<file path="src/rtl/instr_loader_if.sv">
// Byte-stream input and instruction-memory write bundle for the instruction loader.
// The slave side is the loader; the master side is the byte source / memory / CPU.
interface instr_loader_if #(
    parameter int ADDR_W = 10
);
    logic              in_valid;
    logic [7:0]        in_data;
    logic              in_last;
    logic              in_ready;
    logic              mem_we;
    logic [ADDR_W-1:0] mem_addr;
    logic [17:0]       mem_wdata;
    logic              cpu_run;
    logic [ADDR_W:0]   word_count;
    logic              error;

    modport master (
        output in_valid, in_data, in_last,
        input  in_ready, mem_we, mem_addr, mem_wdata, cpu_run, word_count, error
    );

    modport slave (
        input  in_valid, in_data, in_last,
        output in_ready, mem_we, mem_addr, mem_wdata, cpu_run, word_count, error
    );
endinterface

</file>
<file path="src/rtl/instr_loader.sv">
// Instruction loader: packs a big-endian byte stream into 18-bit instruction
// words (3 bytes each), writes them to consecutive memory addresses and then
// releases the CPU. A partial final word or a full memory is a sticky error.
module instr_loader #(
    parameter int ADDR_W = 10
) (
    input  logic          clk,
    input  logic          reset,
    instr_loader_if.slave bus
);
    typedef enum logic [2:0] {
        LOAD_B0 = 3'd0,
        LOAD_B1 = 3'd1,
        LOAD_B2 = 3'd2,
        WRITE   = 3'd3,
        RUN     = 3'd4,
        ERR     = 3'd5
    } state_t;

    localparam logic [ADDR_W-1:0] LAST_ADDR = {ADDR_W{1'b1}};

    state_t            state;
    logic [1:0]        b0_q;
    logic [7:0]        b1_q;
    logic [ADDR_W-1:0] addr_q;
    logic [ADDR_W-1:0] mem_addr_q;
    logic [17:0]       mem_wdata_q;
    logic [ADDR_W:0]   word_count_q;
    logic              last_pending;
    logic              in_ready_q;
    logic              mem_we_q;
    logic              cpu_run_q;
    logic              error_q;
    logic              accept;

    assign accept         = bus.in_valid && in_ready_q;
    assign bus.in_ready   = in_ready_q;
    assign bus.mem_we     = mem_we_q;
    assign bus.mem_addr   = mem_addr_q;
    assign bus.mem_wdata  = mem_wdata_q;
    assign bus.cpu_run    = cpu_run_q;
    assign bus.word_count = word_count_q;
    assign bus.error      = error_q;

    // Load FSM with registered handshake, write strobe and status outputs
    always_ff @(posedge clk) begin
        if (reset) begin
            state        <= LOAD_B0;
            b0_q         <= '0;
            b1_q         <= '0;
            addr_q       <= '0;
            mem_addr_q   <= '0;
            mem_wdata_q  <= '0;
            word_count_q <= '0;
            last_pending <= 1'b0;
            in_ready_q   <= 1'b1;
            mem_we_q     <= 1'b0;
            cpu_run_q    <= 1'b0;
            error_q      <= 1'b0;
        end else begin
            case (state)
                LOAD_B0: begin
                    if (accept) begin
                        b0_q <= bus.in_data[1:0];
                        if (bus.in_last) begin
                            state      <= ERR;
                            in_ready_q <= 1'b0;
                            error_q    <= 1'b1;
                        end else begin
                            state <= LOAD_B1;
                        end
                    end
                end
                LOAD_B1: begin
                    if (accept) begin
                        b1_q <= bus.in_data;
                        if (bus.in_last) begin
                            state      <= ERR;
                            in_ready_q <= 1'b0;
                            error_q    <= 1'b1;
                        end else begin
                            state <= LOAD_B2;
                        end
                    end
                end
                LOAD_B2: begin
                    // Word and address are presented together with the strobe
                    if (accept) begin
                        mem_wdata_q  <= {b0_q, b1_q, bus.in_data};
                        mem_addr_q   <= addr_q;
                        last_pending <= bus.in_last;
                        mem_we_q     <= 1'b1;
                        in_ready_q   <= 1'b0;
                        state        <= WRITE;
                    end
                end
                WRITE: begin
                    mem_we_q     <= 1'b0;
                    word_count_q <= word_count_q + 1'b1;
                    if (last_pending) begin
                        state     <= RUN;
                        cpu_run_q <= 1'b1;
                    end else if (addr_q == LAST_ADDR) begin
                        // Memory full: stop rather than wrap to address 0
                        state   <= ERR;
                        error_q <= 1'b1;
                    end else begin
                        addr_q     <= addr_q + 1'b1;
                        state      <= LOAD_B0;
                        in_ready_q <= 1'b1;
                    end
                end
                RUN, ERR: begin
                    // Terminal until reset
                end
                default: begin
                    state      <= ERR;
                    in_ready_q <= 1'b0;
                    mem_we_q   <= 1'b0;
                    cpu_run_q  <= 1'b0;
                    error_q    <= 1'b1;
                end
            endcase
        end
    end
endmodule

</file>
<file path="src/flat_wrapper.sv">
// flat-port wrapper written by rule: the top's interface ports become plain ports
module instr_loader_flat 
#(
    parameter int ADDR_W = 10
)
  (clk, reset, bus_in_valid, bus_in_data, bus_in_last, bus_in_ready, bus_mem_we, bus_mem_addr, bus_mem_wdata, bus_cpu_run, bus_word_count, bus_error);
  instr_loader_if #(.ADDR_W(ADDR_W)) bus_i ();
  input  logic clk;
  input  logic reset;
  input wire logic [$bits(bus_i.in_valid)-1:0] bus_in_valid;
  input wire logic [$bits(bus_i.in_data)-1:0] bus_in_data;
  input wire logic [$bits(bus_i.in_last)-1:0] bus_in_last;
  output wire logic [$bits(bus_i.in_ready)-1:0] bus_in_ready;
  output wire logic [$bits(bus_i.mem_we)-1:0] bus_mem_we;
  output wire logic [$bits(bus_i.mem_addr)-1:0] bus_mem_addr;
  output wire logic [$bits(bus_i.mem_wdata)-1:0] bus_mem_wdata;
  output wire logic [$bits(bus_i.cpu_run)-1:0] bus_cpu_run;
  output wire logic [$bits(bus_i.word_count)-1:0] bus_word_count;
  output wire logic [$bits(bus_i.error)-1:0] bus_error;
  assign bus_i.in_valid = bus_in_valid;
  assign bus_i.in_data = bus_in_data;
  assign bus_i.in_last = bus_in_last;
  assign bus_in_ready = bus_i.in_ready;
  assign bus_mem_we = bus_i.mem_we;
  assign bus_mem_addr = bus_i.mem_addr;
  assign bus_mem_wdata = bus_i.mem_wdata;
  assign bus_cpu_run = bus_i.cpu_run;
  assign bus_word_count = bus_i.word_count;
  assign bus_error = bus_i.error;
  instr_loader #(.ADDR_W(ADDR_W)) u_core (.clk(clk), .reset(reset), .bus(bus_i));
endmodule
</file>
<file path="config.mk">
export PLATFORM = sky130hd
export DESIGN_NAME = instr_loader_flat
export DESIGN_NICKNAME = d
export VERILOG_FILES = /design/src/rtl/instr_loader_if.sv /design/src/rtl/instr_loader.sv /design/src/flat_wrapper.sv
export SDC_FILE = /design/constraint.sdc
export NUM_CORES = 1
export LEC_CHECK = 0
export CORE_MARGIN = 2
export CORE_UTILIZATION = 46
export DETAILED_ROUTE_END_ITERATION = 6
export GPL_TIMING_DRIVEN = 0
export HOLD_SLACK_MARGIN = 0.1
export PLACE_DENSITY = 0.81
export SETUP_SLACK_MARGIN = 0.15
export SYNTH_ARGS = -nofsm -noshare
export SYNTH_HDL_FRONTEND = slang
export SYNTH_SLANG_ARGS = --single-unit
</file>
<file path="constraint.sdc">
create_clock -name clk -period 1.4 [get_ports clk]
set_input_delay 0.14 -clock clk [delete_from_list [all_inputs] [get_ports clk]]
set_output_delay 0.14 -clock clk [all_outputs]
set_load 0.01 [all_outputs]
</file>
==> results of run 1 <==
final cells by class:
| type | count | area share, % |
|---|---|---|
| multi-input cells | 235 | 38.1 |
| well taps | 75 | 2.15 |
| inverters | 4 | 0.458 |
| plain buffers | 21 | 4.18 |
| clock buffers | 11 | 3.23 |
| clock inverters | 5 | 1.20 |
| flip-flops and latches | 67 | 31.5 |
| repair buffers | 88 | 19.2 |
per-stage QoR:
step,cells,setup TNS [ns],cell area (sq um),hold WS [ns],util [%]
finish,506,-7.50,4370,0.384,74.7
global route,506,-9.46,4370,0.414,74.7
CTS,490,-3.64,4010,0.364,68.5
detailed placement,456,-23.49,3500,0.444,59.8
global placement,456,-21.27,3500,0.438,59.8
floorplan,327,-0.478,2860,0.276,-
critical path, delay by kind of cell, from the launching register on:
family | cells | cell delay (ns)
buffers and inverters | 4 | 0.50
flip-flops | 1 | 0.35
AND/OR/NAND/NOR | 2 | 0.57
AO/OA/AOI/OAI | 1 | 0.04
routing by layer:
metal / part of all wire [%] / track usage, %
met5: 0 / 0
met4: 3.6 / 11.9
met3: 8.1 / 6.59
met2: 49 / 41.6
met1: 40 / 26.3
synthesized netlist by cell type (all sizes together) (2+ instances only):
| cell type | n |
|---|---|
| a211oi | 2 |
| a21oi | 36 |
| a221oi | 2 |
| a31oi | 3 |
| and2 | 4 |
| and3 | 2 |
| and4 | 2 |
| buf | 13 |
| clkbuf | 8 |
| dfxtp | 67 |
| ha | 2 |
| inv | 4 |
| mux2i | 14 |
| nand2 | 67 |
| nand2b | 3 |
| nand3 | 6 |
| nand4 | 7 |
| nand4b | 2 |
| nor2 | 26 |
| nor2b | 4 |
| nor3 | 8 |
| nor3b | 2 |
| nor4 | 2 |
| o211ai | 2 |
| o21ai | 10 |
| o31ai | 2 |
| or3 | 6 |
| or4 | 5 |
| xnor2 | 5 |
| xor2 | 4 |
power by group through the flow:
stage               Clock (mW)  Combinational (mW)  Sequential, mW
floorplan                    0               0.149            2.00
global placement             0               0.244            2.00
detailed placement           0               0.247            2.00
CTS                       1.60               0.289            1.96
global route              1.68               0.361            1.96
finish                    1.62               0.341            1.95
logic make-up (layout without fill, tap and decap cells):
family	Yosys count	after routing
xor+xnor	9	9
simple gates	149	149
mux	14	14
flops	67	67
fa+ha+maj	2	2
buf+inv	25	129
compound gates	61	61
registers in the layout, indices dropped and copies added (netlist names), 2 cells and up:
| signal | flops |
|---|---|
| u_core.addr_q | 10 |
| u_core.b0_q | 2 |
| u_core.b1_q | 8 |
| u_core.bus.mem_addr | 10 |
| u_core.bus.mem_wdata | 18 |
| u_core.bus.word_count | 11 |
| u_core.state | 3 |
how the worst min path moves through the flow:
stage                               end  cells after the start               startpoint
2_1_floorplan       u_core.last_pending                      2              bus_in_last
4_1_cts         u_core.bus.mem_wdata[6]                      3           bus_in_data[6]
5_1_grt         u_core.bus.mem_wdata[3]                      3           bus_in_data[3]
3_3_place_gp   u_core.bus.mem_wdata[17]                      2           u_core.b0_q[1]
3_5_place_dp    u_core.bus.mem_wdata[4]                      2  u_core.bus.mem_wdata[4]
6_report        u_core.bus.mem_wdata[3]                      3           bus_in_data[3]
timing repair:
| action | 4_1_cts | 5_1_grt |
|---|---|---|
| setup buffers | 16 | 15 |
| pin swaps | 23 | 38 |
| endpoints found under the setup margin | 106 | 65 |
| cloned | 2 | 1 |
| hold buffers | 0 | 0 |
| resized for setup | 112 | 67 |
==> results by group, run 1 <==
Status
  • Status: finished with violations
  • Violated checks: setup timing

Floorplan
  • Die ar.: 6650 sq um
  • Core Box Area: 5850 sq um
  • Die height: 81.6 um
  • Die Span X: 81.6 um
  • I/O pin cnt: 55
  • Effective utilization at floorplan: 47.3%
  • Row count: 28

Routing
  • TritonRoute pass-1 iters: 5
  • Wire length per cell: 17.6 um
  • Via/cell ratio: 5.80
  • Routed wire length: 8920 um
  • DRC Markers: 0
  • Initial DRC Count: 216
  • ANT nets after route: 0
  • Routed vias: 2936

Global route
  • Antenna violations before repair: 0
  • First-pass GRT wire length: 11900 um
  • Tot GR Track Use: 23.7%
  • Vias in the first global route: 2555
  • Largest net degree at the start of global routing: 12
  • Total gr overflow: 0

Power and ir drop
  • Max VDD drop: 0.000840 V
  • Clock Power Share: 41.3%
  • Sw Share: 24.5%
  • Int Pwr: 2.95 mW
  • Comb pwr share: 8.7%
  • Pwr Total: 3.91 mW
  • Leakage: 1.77 nW
  • Sequential share of power: 50.0%
  • Sw Pwr: 0.957 mW
  • Power Density: 894 nW/um^2

Critical path
  • Worst R2R Setup Slack: -0.20 ns
  • RR Startpoint: u_core.state[1]
  • Crit path capture type: flop
  • Required time of the critical path: 1.64 ns
  • Critical-path cell list: buf_6, inv_6, or4_4, buf_8, clkbuf_16, nand2_2, a21oi_2
  • Crit path launch: u_core.state[1]
  • Crit path kind: reg -> reg
  • Critical Path Max Stage Delay: 0.50 ns
  • Worst r2r dst: u_core.bus.mem_wdata[16]
  • Maximum fanout along the worst path: 5
  • FF-to-FF path depth: 7
  • CP Launch Type: flop
  • Critical path's slowest cell: or4_4
  • Worst Path Arrival: 1.83 ns
  • CP Capture Point: u_core.bus.mem_wdata[16]

Clock tree
  • Clock Path Buffers: 2
  • CTS Root Cell: clkbuf_8
  • TritonCTS buffer count: 9
  • Clock-pin slew on the worst setup and hold paths: 0.08 ns
  • CTS H-Tree Depth: 3
  • Clk_lat worst skew: 0.36 ns
  • CTS tree: done
  • Clock Sinks: 67

Finish
  • N_diodes: 0
  • Most frequent cells in the layout: 50 x nand2_1, 47 x dfxtp_1, 43 x dlygate4sd2_1
  • Layout cells sized above 1: 36.2%
  • Multi-input logic area: 1660 sq um
  • P&R area growth vs syn: 58.0%
  • Most common cell after layout, fill and taps aside: nand2_1
  • Nets@finish: 440
  • Number of fill cells: 384
  • Register Area: 1380 sq um

Synthesis
  • FF+latch count, synth: 67
  • Register area share after synthesis: 48.5%
  • Gate Count Post-Synth: 327
  • Yosys cell types: 43
  • XOR/XNOR share of the synthesized area: 2.85%
  • Ys Warns: 0
  • Synth area leader: dfxtp_1
  • Adder-Cell Fraction of Synth Area: 0.904%
  • Post-Synthesis Net Count: 341
  • Post-Synth Simple-Gate Area: 26.1%
  • Mean Syn Cell Area: 8.46 sq um
  • Largest family of logic cells by synthesized area: simple AND/OR/NAND/NOR gates
  • Area contributors post-synth: dfxtp_1 48%, nand2_1 9.1%, a21oi_1 6.5%
  • Post-Syn Area: 2770 sq um
  • Compound-Gate Fraction of Synth Area: 12.7%
  • Synth top area share: 48.5%
  • Mux contribution to synthesized area: 5.06%
  • Top_reg_cell synth: dfxtp_1
  • Post-synthesis async set-or-reset flop share: 0%
  • Number of enable flip-flop cells after synthesis: 0

STA
  • Final WS setup: -0.199 ns
  • Slew HR: 52.1%
  • Max-slew violation count: 0
  • Tmin final: 1.60 ns
  • RSZ-0062 raised after global routing: yes
  • Final hold violation count: 0
  • Clock Skew: 0.00981 ns
  • Max Clk Rate: 0.626 GHz
  • Final setup viols: 57
  • Final period util: 114%
  • Worst slew pin tran: 0.718 ns

Worst hold path
  • Hold crit path type: in -> reg

Place
  • Detail Placement HPWL: 4670 um
  • Gpl congestion: 0.865
  • # port buffers: 54
  • Place WS: -0.452 ns

Job
  • MaxCap Viol Count: 0
Note: power is estimated with default switching activity, not from simulation.
==> run 2, diff against run 1 <==
--- a/config.mk
+++ b/config.mk
@@ -5,6 +5,7 @@
 export SDC_FILE = /design/constraint.sdc
 export NUM_CORES = 1
 export LEC_CHECK = 0
+export CORE_ASPECT_RATIO = 0.5
 export CORE_MARGIN = 2
 export CORE_UTILIZATION = 46
 export DETAILED_ROUTE_END_ITERATION = 6
@@ -12,6 +13,7 @@
 export HOLD_SLACK_MARGIN = 0.1
 export PLACE_DENSITY = 0.81
 export SETUP_SLACK_MARGIN = 0.15
+export SKIP_LAST_GASP = 1
 export SYNTH_ARGS = -nofsm -noshare
 export SYNTH_HDL_FRONTEND = slang
 export SYNTH_SLANG_ARGS = --single-unit
==> run 2 against run 1 <==
  * The flow still finishes with violations (setup timing)
  * Cell area increased by 3.7%
  * Highest routed layer unchanged
  * Utilization increased by 5.7 points
  * Total power increased by 15%
  * Sequential cell count unchanged
  * Register-to-register slack got worse by 0.02 ns
  * Wire length increased by 17%
  * Non-clock buffer count increased by 1
  * Die area increased by 0.57%
  * Via count increased by 4.1%
  * Critical path type unchanged
  * Largest cell class unchanged
  * Critical path depth decreased by 2
  * Maximum frequency decreased by 1.2%
  * Sequential power about the same
==> results by group, run 2 (synthesized netlist as in run 1, its figures left out) <==
Status
  • Status: finished with violations
  • Violated checks: setup timing

STA
  • Worst slew pin tran: 0.679 ns
  • Tmin final: 1.62 ns
  • Final hold violation count: 0
  • Final period util: 116%
  • Final setup viols: 60
  • Final WS setup: -0.219 ns
  • Slew HR: 54.7%
  • Max-slew violation count: 0
  • Max Clk Rate: 0.618 GHz
  • RSZ-0062 raised after global routing: yes
  • Clock Skew: 0.00538 ns

Critical path
  • Required time of the critical path: 1.65 ns
  • Critical path's slowest cell: or4_1
  • Crit path launch: u_core.state[2]
  • Maximum fanout along the worst path: 5
  • Worst Path Arrival: 1.87 ns
  • Crit path capture type: flop
  • Worst R2R Setup Slack: -0.22 ns
  • CP Launch Type: flop
  • Worst r2r dst: u_core.addr_q[9]
  • Critical Path Max Stage Delay: 0.56 ns
  • RR Startpoint: u_core.state[2]
  • Crit path kind: reg -> reg
  • Critical-path cell list: buf_6, nor2_1, nand3_2, or4_1, a21oi_1
  • FF-to-FF path depth: 5

Job
  • MaxCap Viol Count: 0

Floorplan
  • I/O pin cnt: 55
  • Die ar.: 6690 sq um
  • Core Box Area: 5630 sq um
  • Row count: 19
  • Die Span X: 114 um
  • Die height: 58.9 um
  • Effective utilization at floorplan: 49.1%

Finish
  • Most common cell after layout, fill and taps aside: dfxtp_1
  • Nets@finish: 441
  • Layout cells sized above 1: 39.4%
  • Cell area after layout: 4530 sq um
  • Post-layout util: 80.5%
  • N_diodes: 0
  • P&R area growth vs syn: 63.8%
  • Most frequent cells in the layout: 47 x dfxtp_1, 43 x dlygate4sd2_1, 39 x nand2_1
  • Number of fill cells: 296
  • Number of flip-flops in the largest register: 18
  • Fin cells: 505

Clock tree
  • Clock Path Buffers: 2
  • TritonCTS buffer count: 9
  • Clock Sinks: 67
  • CTS Root Cell: clkbuf_16
  • CTS tree: done
  • Clk_lat worst skew: 0.33 ns
  • CTS H-Tree Depth: 3
  • Clock-pin slew on the worst setup and hold paths: 0.05 ns
  • Hold Buf Count CTS: 0

Routing
  • TritonRoute pass-1 iters: 5
  • Via/cell ratio: 6.05
  • Wire length per cell: 20.6 um
  • DRC Markers: 0
  • Routed wire length: 10400 um
  • Initial DRC Count: 257
  • Routed vias: 3055
  • ANT nets after route: 0

Power and ir drop
  • Leakage: 1.83 nW
  • Sw Pwr: 1.01 mW
  • Comb pwr share: 7.8%
  • Power Density: 989 nW/um^2
  • Max VDD drop: 0.000681 V
  • Int Pwr: 3.47 mW
  • Sequential share of power: 43.7%
  • Clock Power Share: 48.5%
  • Sw Share: 22.6%

Place
  • Gpl congestion: 0.860
  • Place WS: -0.485 ns
  • Detail Placement HPWL: 4890 um
  • Area after DPL: 3490 sq um
  • # port buffers: 54
  • DP Cell Count: 454

Worst hold path
  • Hold_sp: bus_in_data[4]
  • Hold endpoint: u_core.bus.mem_wdata[4]
  • Hold crit path type: in -> reg
  • Hold path depth: 3

Global route
  • Total gr overflow: 0
  • First-pass GRT wire length: 12700 um
  • Antenna violations before repair: 0
  • Tot GR Track Use: 25.3%
  • Largest net degree at the start of global routing: 11
  • Vias in the first global route: 2734
-- run 2: cell count changes in the layout (fill, tap and decap cells not counted), moves of 6 or more --
cell	delta
buf_6	-13
clkbuf_16	+11
nand2_1	-11
buf_4	+10
nand2_4	+8
clkbuf_8	-7
a21oi_1	-6
a21oi_2	+6
-- run 2: critical path, delay by kind of cell, from the launching register on --
family                 cells  cell delay (ns)
AND/OR/NAND/NOR            3             0.92
flip-flops                 1             0.33
buffers and inverters      1             0.13
AO/OA/AOI/OAI              1             0.15
-- run 2: per-stage QoR --
stage          power (mW)  TNS, ns  hold slack (ns)
3_3_place_gp         2.24   -19.98            0.437
2_1_floorplan        2.15   -0.478            0.276
4_1_cts              4.41    -2.64            0.396
6_report             4.48    -8.45            0.416
5_1_grt              4.60   -10.62            0.441
3_5_place_dp         2.25   -21.92            0.443
-- run 2: how the worst max path moves through the flow --
stage               cells past startpoint                       end  slack [ns]
detailed placement                      7    u_core.bus.mem_addr[6]       -0.49
finish                                  5          u_core.addr_q[9]       -0.22
CTS                                     7  u_core.bus.mem_wdata[16]       -0.13
global placement                        7    u_core.bus.mem_addr[4]       -0.45
floorplan                               6           u_core.state[0]       -0.04
global route                            7          u_core.addr_q[6]       -0.26
-- run 2: power groups by stage --
stage	Sequential (mW)	Clock [mW]	Combinational, mW
after floorplan	2.00	0	0.149
after global placement	2.00	0	0.242
after detailed placement	2.00	0	0.248
after CTS	1.95	2.18	0.269
after global routing	1.96	2.27	0.366
final	1.96	2.17	0.352
-- run 2: per-layer routing --
| layer | part of all wire, % | global-route usage (%) | vias up |
|---|---|---|---|
| li1 | - | - | 1343 |
| met3 | 6.9 | 8.65 | 52 |
| met1 | 38 | 26.9 | 1476 |
| met2 | 51 | 45.4 | 184 |
| met4 | 4.8 | 14.3 | 0 |
| met5 | 0 | 0 | - |
-- run 2: area by class of cell --
| class | count | area [sq um] | area share (%) |
|---|---|---|---|
| multi-input combinational | 235 | 1740 | 38.3 |
| sequential | 67 | 1390 | 30.6 |
| timing repair buffer | 89 | 831 | 18.3 |
| clock buffer | 15 | 288 | 6.35 |
| buffer | 21 | 179 | 3.95 |
| tap | 73 | 91.3 | 2.01 |
| inverter | 4 | 17.5 | 0.386 |
| clock inverter | 1 | 5.00 | 0.110 |
-- run 2: timing repair --
item	in CTS	in global routing
pin swaps	14	42
endpoints found under the setup margin	107	66
cloned	1	4
buffers inserted	21	9
gates resized for setup	88	98
==> variant 1 (config.mk and constraints of run 1) <==
Make the reset (`reset`) asynchronous in one clocked block.
--- a/src/rtl/instr_loader.sv
+++ b/src/rtl/instr_loader.sv
@@ -45,3 +45,3 @@
     // Load FSM with registered handshake, write strobe and status outputs
-    always_ff @(posedge clk) begin
+    always_ff @(posedge clk or posedge reset) begin
         if (reset) begin
Check against the original RTL: differs if reset is asserted again (counterexample within 4 cycles, from zero or initial values and one cycle with reset high); with reset held inactive, the same outputs for 10 cycles.
==> variant 1 against run 1 <==
The flow still finishes with violations (setup timing). Synthesized cell count shrank 34%. Setup slack lost 0.051 ns. Global-route usage shrank 2.6 points. Sequential share of layout area grew 8.4 points. Wire length shrank 22%. Synthesized area grew 2.2%. Final area shrank 3.5%. Clock skew shrank 0.0013 ns. Count of clock-buffer cells in the layout grew 1. Sequential cell count is the same. Critical endpoint is now u_core.addr_q[7]. Largest cell class is now sequential cells.
Power is not compared: it rests on default switching activity, and its combinational part moved more than twofold at a synthesized area within 25%.
==> variant 1: results (changes against run 1) <==
- # clk buffers: 12 (+1)
- CP Max Fanout: 4 (-1)
- Syn avg cell area: 13.1 um2 (+55%)
- R2r endpoint: u_core.addr_q[7]
- Register area share after synthesis: 0.593 (+0.109)
- Netlist cell types: 34 (-21%)
- Drt pass-1 iters: 4 (-1)
- Vias in the first global route: 2,095 (-18%)
- Starting DRT DRC Count: 129 (-40%)
- Arrival time at the worst endpoint: 1.88 ns (+0.05 ns)
- Multi-input combinational gate total: 136 (-42%)
- Hold crit path type: in2async
- Synth cell count leaders: dfrtp_1 (66), mux2_2 (39), nand2_1 (15), xnor2_1 (11), a21oi_1 (10)
- Routed wl met2: 3.52 mm (-19%)
- Placed cell areas: 3570 um2 (+2.1%)
- Syn Nets: 230 (-33%)
- Sequential portion of the cell area: 0.399 (+0.0836)
- Inverters: 3 (-1)
- Detailed-route wire length per cell: 17.5 um (-0.53%)
- Fill count: 418 (+8.9%)
- Reg clk slew, reported paths: 0.08 ns (about the same)
- Final setup skew: 0.00848 ns (-0.00133 ns)
- First-pass GRT wire length: 10.4 mm (-13%)
- Rel. slew slack: 0.428 (-0.0933)
- Final cell count without fillers: 397 (-22%)
- Clock network area share: 0.0616 (+0.0173)
- Share of layout cells above drive strength 1: 0.432 (+0.0697)
- Area contributors post-synth: dfrtp_1 (58%), mux2_2 (16%), xnor2_1 (3.4%)
- Dominant synthesized flop cell: dfrtp_1
- Failing checks: setup timing
- Pin count of the biggest net entering global routing: 40 (+28)
- Worst R2R Path Depth: 6 (-1)
- Total global-route track usage: 0.211 (-0.0262)
- Final count of negative-setup-slack endpoints: 50 (-12%)
- Signal buf overhead: 0.217 (-0.0168)
- Met1 usage: 0.266 (+0.00336)
- Fraction of area in multi-input gates: 0.297 (-0.0839)
- TritonCTS Buffers: 9 (unchanged)
- Placed Cells: 346 (-24%)
- R2r startpoint: u_core.state[2]
- Pre-CTS setup slack: -0.357 ns (+0.0949 ns)
- Setup ws final: -0.250 ns (-0.0510 ns)
- DP HPWL: 3.71 mm (-21%)
- Bufs w/o clock: 100 (-8.3%)
- GR Util met3: 0.0435 (-0.0225)
- Setup TNS: -6.98 ns (+0.525 ns)
- Met1 Routed Length: 2.93 mm (-17%)
- Outcome: finished, violations left
- Vias/cell: 5.37 (-7.5%)
- Asr flop ratio synth: 1.00 (+1.00)
- Hold WS: 0.305 ns (-0.0792 ns)
- Met3 WL: 352 um (-51%)
- Final net count: 331 (-25%)
- Met2 Use GR: 0.345 (-0.0704)
- Final GP Congestion: 0.749 (-13%)
## variant 1: logic make-up after synthesis
| family | count (synthesis) | synth area share |
|---|---|---|
| AOI/OAI and AO/OA | 21 | 0.0447 |
| xor gates and xnor gates | 13 | 0.0403 |
| adders and majority gates | 2 | 0.00885 |
| buffers and inverters | 13 | 0.0235 |
| DFF | 67 | 0.593 |
| muxes | 44 | 0.176 |
| and+or+nand+nor | 56 | 0.114 |
## variant 1: critical path, stage by stage, from the launching register on
cell and delay [ns]:
dfrtp_1 0.41, buf_6 0.14, and4bb_4 0.32, buf_12 0.11, nand4_4 0.11, nor2_4 0.14
mux2_4 0.30
## variant 1: timing repair
item                                    CTS  global route
gates cloned                              1             0
endpoints found under the setup margin  106            67
pin swaps                                13             6
gates resized for setup                  85            11
buffers inserted                         27             7
## variant 1: power by group
group	leakage [nW]	internal [W]	switching (W)
registers	0.914	0.00193	0
clock network	0.133	0.00133	0.000748
logic	1.16	0.0000427	0.0000594
total	2.20	0.00330	0.000808
==> variant 2 (config.mk and constraints of run 1) <==
Made on the original files. `ADDR_W` is set to 10 in 3 places; all go to 11.
--- a/src/rtl/instr_loader_if.sv
+++ b/src/rtl/instr_loader_if.sv
@@ -3,3 +3,3 @@
 interface instr_loader_if #(
-    parameter int ADDR_W = 10
+    parameter int ADDR_W = 11
 );
--- a/src/rtl/instr_loader.sv
+++ b/src/rtl/instr_loader.sv
@@ -4,3 +4,3 @@
 module instr_loader #(
-    parameter int ADDR_W = 10
+    parameter int ADDR_W = 11
 ) (
--- a/src/flat_wrapper.sv
+++ b/src/flat_wrapper.sv
@@ -3,3 +3,3 @@
 #(
-    parameter int ADDR_W = 10
+    parameter int ADDR_W = 11
 )
Ports: changed (resized bus_mem_addr and bus_word_count); port bits go from 55 to 57. The function was not compared with the original's and may differ.
==> variant 2 against run 1 <==
The flow still finishes with violations (setup timing). Synthesized cell count is 2.4% higher. Global-route usage is 2.5 points higher. Die area is 2.3% higher. Clock skew is 0.0055 ns higher. Final area is 9.4% higher. Wire length is 18% higher. Sequential cell count is 3 higher. Count of clock-buffer cells in the layout is 1 higher. Power is 6.5% higher. Setup slack worse by 0.029 ns. Sequential share of layout area is 1.1 points lower. Synthesized area is 2.4% higher. Critical endpoint is now u_core.addr_q[3]. Largest power group unchanged.
==> variant 2: results (changes against run 1) <==
- Outcome: finished, violations left
- Failing checks: setup timing
- Vias: 3,082 (+5.0%)
- Net Sw Power: 0.00105 W (+9.9%)
- R2r endpoint: u_core.addr_q[3]
- Pre-CTS setup slack: -0.354 ns (+0.0975 ns)
- Drt pass-1 iters: 7 (+2)
- Final count of negative-setup-slack endpoints: 58 (+1.8%)
- Met2 Use GR: 0.440 (+0.0247)
- Met3 WL: 738 um (+2.1%)
- HP Start: reset
- Multi-input gate area: 1880 um2 (+13%)
- Placed cell areas: 3600 um2 (+2.9%)
- Final GP Congestion: 0.852 (-1.5%)
- Met1 Routed Length: 3.92 mm (+11%)
- Vias in the first global route: 2,767 (+8.3%)
- Worst R2R Path Depth: 6 (-1)
- VDD IR max: 0.850 mV (+1.1%)
- Share of layout cells above drive strength 1: 0.445 (+0.0830)
- Buffer count from post-CTS setup fixing: 21 (+5)
- Register area share after synthesis: 0.494 (+0.00985)
- Area contributors post-synth: dfxtp_1 (49%), nand2_1 (9.0%), a21oi_1 (7.4%)
- Synth cell count leaders: dfxtp_1 (70), nand2_1 (68), a21oi_1 (42), nor2_1 (30), clkbuf_1 (17)
- Clock group power: 0.00171 W (+6%)
- CP Max Fanout: 6 (+1)
- IO buf count: 55 (+1.9%)
- Diode count: 0 (unchanged)
- Worst Setup SP: u_core.addr_q[8]
- Total global-route track usage: 0.262 (+0.0248)
- GR Util met3: 0.0685 (+0.00254)
- Final net count: 454 (+3.2%)
- Syn Nets: 349 (+2.3%)
- WL final: 10.5 mm (+18%)
- Met1 usage: 0.314 (+0.0509)
- Setup ws final: -0.228 ns (-0.0294 ns)
- Clock Power Share: 0.410 (-0.003)
- Hold crit path type: in2reg
- Setup TNS: -5.26 ns (+2.24 ns)
- Leakage: 2.06 nW (+16%)
- Netlist cell types: 39 (-9.3%)
- DP HPWL: 4.71 mm (+0.80%)
- Placed Cells: 465 (+2.0%)
- Starting DRT DRC Count: 205 (-5.1%)
- Worst-margin pin slew: 0.784 ns (+0.0659 ns)
- PostCTS Resize Cnt: 131 (+17%)
- Seq pwr: 0.00204 W (+5%)
- Hold WS: 0.288 ns (-0.0966 ns)
- Arrival time at the worst endpoint: 1.90 ns (+0.07 ns)
- Largest register FFs: 18 (unchanged)
- Syn avg cell area: 8.46 um2 (about the same)
- Pin count of the biggest net entering global routing: 12 (unchanged)
- Hold Path End: u_core.bus.mem_we
- Final setup skew: 0.0153 ns (+0.00547 ns)
- Fill count: 312 (-19%)
- Largest stage delay, worst path: 0.37 ns (-0.13 ns)
- Slowest cell on the critical path: dfxtp_4
- Routed wl met2: 5.30 mm (+22%)
==> variant 2: logic make-up after synthesis <==
group	count (synthesis)	synth area share
AND/OR/NAND/NOR	146	0.245
AO/OA/AOI/OAI	65	0.129
multiplexers	12	0.0424
buffers and inverters	27	0.0402
adder cells (fa/ha/maj)	2	0.00883
XOR/XNOR	13	0.0402
flip-flops	70	0.494
==> variant 2: final cells by class <==
cell class                 count  area share
multi-input combinational    238       0.393
sequential                    70       0.304
tap                           75      0.0196
buffer                        22      0.0497
clock buffer                  12      0.0324
inverter                       5     0.00392
timing repair buffer          94       0.187
clock inverter                 4     0.00942
==> variant 2: worst max-delay path, delay by kind of cell (launching register included) <==
family / cells / cell delay, ns
buffers and inverters: 2 / 0.27
AOI/OAI and AO/OA: 2 / 0.40
and+or+nand+nor: 2 / 0.52
DFF: 1 / 0.37
